--- src/rtl/hazard_ctrl.sv ---
// rtl/hazard_ctrl.sv - pipeline hazard controller: forwarding, load-use/RAW stalls, redirect flushes, divide sequencer
// Optional feature macro: HAZARD_FORWARDING_EN (operand forwarding; without it RAW hazards stall)
module hazard_ctrl #(
    parameter int DIV_CYCLES = 32,
    parameter int CNT_W      = $clog2(DIV_CYCLES + 1)
) (
    input  logic       clk,
    input  logic       reset,
    input  logic [4:0] Rs1D,
    input  logic [4:0] Rs2D,
    input  logic [4:0] Rs1E,
    input  logic [4:0] Rs2E,
    input  logic [4:0] RdE,
    input  logic [4:0] RdM,
    input  logic [4:0] RdW,
    input  logic       RegWriteE,
    input  logic       RegWriteM,
    input  logic       RegWriteW,
    input  logic       ResultSrcE0,
    input  logic       PCSrcE,
    input  logic       DivStartE,
    output logic [1:0] ForwardAE,
    output logic [1:0] ForwardBE,
    output logic       StallF,
    output logic       StallD,
    output logic       StallE,
    output logic       FlushD,
    output logic       FlushE,
    output logic       FlushM,
    output logic       DivBusy,
    output logic       DivDone
);

    typedef enum logic [1:0] {
        S_IDLE = 2'd0,
        S_BUSY = 2'd1,
        S_DONE = 2'd2
    } div_state_t;

    localparam logic [CNT_W-1:0] CNT_LOAD = CNT_W'(DIV_CYCLES - 1);
    localparam logic [CNT_W-1:0] CNT_ONE  = CNT_W'(1);

    div_state_t       state;
    logic [CNT_W-1:0] cnt;
    logic             busy_q;
    logic             done_q;
    logic             hz_stall;

    // True when a Decode source register depends on a pending write to rd.
    function automatic logic dep_d(input logic [4:0] rd, input logic we,
                                   input logic [4:0] rs1, input logic [4:0] rs2);
        return we && (rd != 5'd0) && ((rd == rs1) || (rd == rs2));
    endfunction

`ifdef HAZARD_FORWARDING_EN
    // Memory stage wins over Writeback because it holds the younger value.
    function automatic logic [1:0] fwd_sel(input logic [4:0] rs,
                                           input logic [4:0] rd_m, input logic we_m,
                                           input logic [4:0] rd_w, input logic we_w);
        if (rs != 5'd0 && rs == rd_m && we_m)
            return 2'b10;
        else if (rs != 5'd0 && rs == rd_w && we_w)
            return 2'b01;
        return 2'b00;
    endfunction

    logic unused_cfg;

    assign ForwardAE  = fwd_sel(Rs1E, RdM, RegWriteM, RdW, RegWriteW);
    assign ForwardBE  = fwd_sel(Rs2E, RdM, RegWriteM, RdW, RegWriteW);
    assign hz_stall   = dep_d(RdE, ResultSrcE0, Rs1D, Rs2D);
    assign unused_cfg = RegWriteE;
`else
    logic unused_cfg;

    assign ForwardAE  = 2'b00;
    assign ForwardBE  = 2'b00;
    // Writeback is absent: the register file writes before it reads.
    assign hz_stall   = dep_d(RdE, RegWriteE, Rs1D, Rs2D) | dep_d(RdM, RegWriteM, Rs1D, Rs2D);
    assign unused_cfg = ^{Rs1E, Rs2E, RdW, RegWriteW, ResultSrcE0};
`endif

    always_ff @(posedge clk or negedge reset) begin
        if (!reset) begin
            state  <= S_IDLE;
            cnt    <= '0;
            busy_q <= 1'b0;
            done_q <= 1'b0;
        end else begin
            case (state)
                S_IDLE: begin
                    done_q <= 1'b0;
                    if (DivStartE && !PCSrcE) begin
                        state  <= S_BUSY;
                        cnt    <= CNT_LOAD;
                        busy_q <= 1'b1;
                    end
                end
                S_BUSY: begin
                    cnt <= cnt - CNT_ONE;
                    if (cnt == CNT_ONE) begin
                        state  <= S_DONE;
                        busy_q <= 1'b0;
                        done_q <= 1'b1;
                    end
                end
                // The finished divide still sits in Execute, so a DivStartE here is not a new op.
                S_DONE: begin
                    state  <= S_IDLE;
                    done_q <= 1'b0;
                end
                default: begin
                    state  <= S_IDLE;
                    cnt    <= '0;
                    busy_q <= 1'b0;
                    done_q <= 1'b0;
                end
            endcase
        end
    end

    assign DivBusy = busy_q;
    assign DivDone = done_q;

    // Hazard terms are combinational, so they are gated by reset to keep the pipeline quiet.
    assign StallF = reset & (hz_stall | busy_q);
    assign StallD = reset & (hz_stall | busy_q);
    assign StallE = busy_q;
    assign FlushM = busy_q;
    assign FlushD = reset & PCSrcE & ~busy_q;
    assign FlushE = reset & (hz_stall | PCSrcE) & ~busy_q;

endmodule

--- config.mk ---
export PLATFORM = sky130hd
export DESIGN_NAME = hazard_ctrl
export DESIGN_NICKNAME = d
export VERILOG_FILES = /design/src/rtl/hazard_ctrl.sv
export SDC_FILE = /design/constraint.sdc
export NUM_CORES = 1
export LEC_CHECK = 0
export ABC_AREA = 1
export CAP_MARGIN = 20
export CORE_AREA = 8 8 73 56
export CTS_CLUSTER_DIAMETER = 60
export DETAILED_ROUTE_END_ITERATION = 7
export DIE_AREA = 0 0 81 64
export GPL_TIMING_DRIVEN = 0
export PLACE_DENSITY = 0.73
export SYNTH_ARGS = -nofsm -noshare
export SYNTH_HDL_FRONTEND = slang
export SYNTH_SLANG_ARGS = --single-unit
--- constraint.sdc ---
create_clock -name clk -period 1.03 [get_ports clk]
set_input_delay 0.206 -clock clk [delete_from_list [all_inputs] [get_ports clk]]
set_output_delay 0.206 -clock clk [all_outputs]
set_load 0.02 [all_outputs]
==> impl_metrics.ini <==
[global_route]
grt_max_degree = 11
grt_pass1_vias = 1031
antenna_found_initial = 0
gr-total-overflow = 0
grt_pass1_wl_um = 4567
grtUsageTotal = 0.1086

[critical_path]
r2r-end = DivBusy$_DFFE_PN0P_
path_depth = 12
path_cells = buf_8, nor2_4, nor2_2, nor2_2, nand3_1, nand2_1, nand2_1, nand3_1, nand2_1, inv_2, buf_6, buf_6
critPathMaxStageDelay_ns = 0.12
rrSetupSlack_ns = -0.18
path_max_fanout = 4
worstReg2RegStart = cnt[0]$_DFFE_PN0P_
cp_slowest_cell = nor2_2
cp_num_buf_inv = 4
crit_top_cell = nand2_1
cp-end-kind = output port
cp_top_family = simple AND/OR/NAND/NOR gates
cp-start-kind = primary input
worst-setup-path-type = in -> out
required_ns = 0.82
r2r_cells = 5
worstPathArrival_ns = 1.20

[logic_synthesis]
async_flop_share = 1.000
synth_seq_cells = 10
synthDistinctLibCells = 17
synth_area_per_cell_um2 = 5.759
syn_area_um2 = 955.9
yosysMostFrequentCell = nand2_1
synth_edf_count = 0
synth.top_cell.area_share = 0.2618
seq_area_frac_synth = 0.2618
ys_top_cells_by_count = nand2_1 (62), inv_1 (30), nor2_1 (19)
synth_top_flop_cell = dfrtp_1
synth.area.top_cells = dfrtp_1 (26%), nand2_1 (24%), inv_1 (12%), nor2_1 (7.5%), buf_4 (5.5%)
synthCells = 166
synth_top_area_cell = dfrtp_1
yosysWarnings = 0

[outcome]
outcome = complete, but fails checks
violations = negative setup slack

[place]
hpwlAfterDp_um = 2141
gp_congestion = 0.8098
port_buffers = 33
placed_cell_area_mm2 = 0.001366

[worst_hold_path]
worstHoldPathType = in -> async

[timing]
finalHoldViolCount = 0
rsz0062_at_grt = yes
drv_slew = 0
setup_viol = 15
period_minus_slack_ns = 1.407
whs_ns = 0.5173
timing.final.crit_share = 1.366
fmax_mhz = 710.5
worst_slack_ns = -0.3775
tns_ns = -2.507
clock_skew_ns = 0.002618

[route]
drtIter0Drc = 75
finalWirelength_um = 3142
wl_per_cell_um = 12.18
vias_per_cell = 4.442
drtPass1Iterations = 4
ant_nets = 0
vias = 1146
drc = 0

[cells_and_area]
drive_gt1_frac = 0.4864
fillers = 294
multi_input_area_um2 = 690.7
area_growth_pct = 73.82
seqCellArea_um2 = 251.5
post-route-util = 0.5580
num_antenna_cells = 0
fin_nets = 267
stdcell_area_mm2 = 0.001662

[die]
coreArea_mm2 = 0.002978
die_x_um = 81
die-area_mm2 = 0.005184
ios = 55
start_util = 0.3210
die_y_um = 64
rows = 17

[clock_tree]
cts-htree-levels = 1
clkSinkCount = 10
root_buffer = clkbuf_8
clk_latency_ns = 0.24
cts_tree = built
numCtsBuffers = 3
clk_path_buf_depth = 2
path_clk_slew_ns = 0.05

[job]
maxCapViolations = 0

[power]
power_leakage_nw = 0.9190
irDropWorstVdd_mv = 0.9645
power_density_mw_per_mm2 = 1907
==> metal layers <==
metal / track usage / wire, µm / up-vias
met4: 0.01333 / 14 / 0
met3: 0.03212 / 183 / 2
met1: 0.1485 / 1342 / 523
met5: 0 / 0 / -
met2: 0.1678 / 1601 / 28
li1: - / - / 593
==> sequential cells by signal, indices dropped and copies added (netlist names) <==
register  cells
state         2
DivDone       1
cnt           6
DivBusy       1
==> report_power, final <==
group / switching, mW / internal, mW
Clock: 0.148 / 0.255
Combinational: 1.03 / 0.969
Sequential: 0.199 / 0.565
==> cells by family after synthesis <==
logic type,count (synthesis),share of synthesized area
AND/OR/NAND/NOR,91,0.3757
buffers and inverters,41,0.1885
AO/OA/AOI/OAI,13,0.07068
flip-flops,10,0.2618
XOR/XNOR,8,0.07329
adder cells (fa/ha/maj),2,0.02617
other,1,0.003923
==> layout make-up <==
type	count	share of cell area
buffer	6	0.03163
timing repair buffer	49	0.2651
tap	38	0.02861
multi-input combinational	118	0.4157
sequential	10	0.1514
clock buffer	3	0.02485
inverter	34	0.08283
==> per-stage QoR <==
step / cells / power [mW] / setup WS [ns]
floorplan: 169 / 1.543 / -0.1285
global placement: 240 / 1.969 / -1.335
detailed placement: 240 / 1.995 / -1.353
CTS: 249 / 2.670 / -0.3757
global route: 258 / 3.396 / -0.4581
finish: 258 / 3.169 / -0.3775
==> cells in the final DEF, fill, tap and decap left out, drive strengths merged <==
master and count:
nor2 19, a22oi 1, xnor2 4, a21oi 3, clkbuf 4, buf 48
dfrtp 10, inv 34, dlygate4sd2 3, nand3 6, nand2 63, dlygate4sd3 1
nand4 3, ha 2, clkdlybuf4s50 1, clkdlybuf4s15 1, o21ai 9, conb 4
xor2 4
==> how the worst max path moves through the flow <==
stage / slack, ns / startpoint / endpoint
after detailed placement: -1.35 / RdE[1] / StallF
after global placement: -1.33 / RdE[4] / StallF
final: -0.38 / RdE[0] / StallF
after CTS: -0.38 / RdE[0] / StallF
after floorplan: -0.13 / RdE[0] / StallF
after global routing: -0.46 / RdE[0] / StallF
==> what timing repair did <==
item	CTS	global route
hold endpoints to repair	10	0
endpoints found under the setup margin	16	17
setup buffers	5	10
resized for setup	172	43
pin swaps	32	33
hold buffers	1	0
Note: power is estimated with default switching activity, not from simulation.
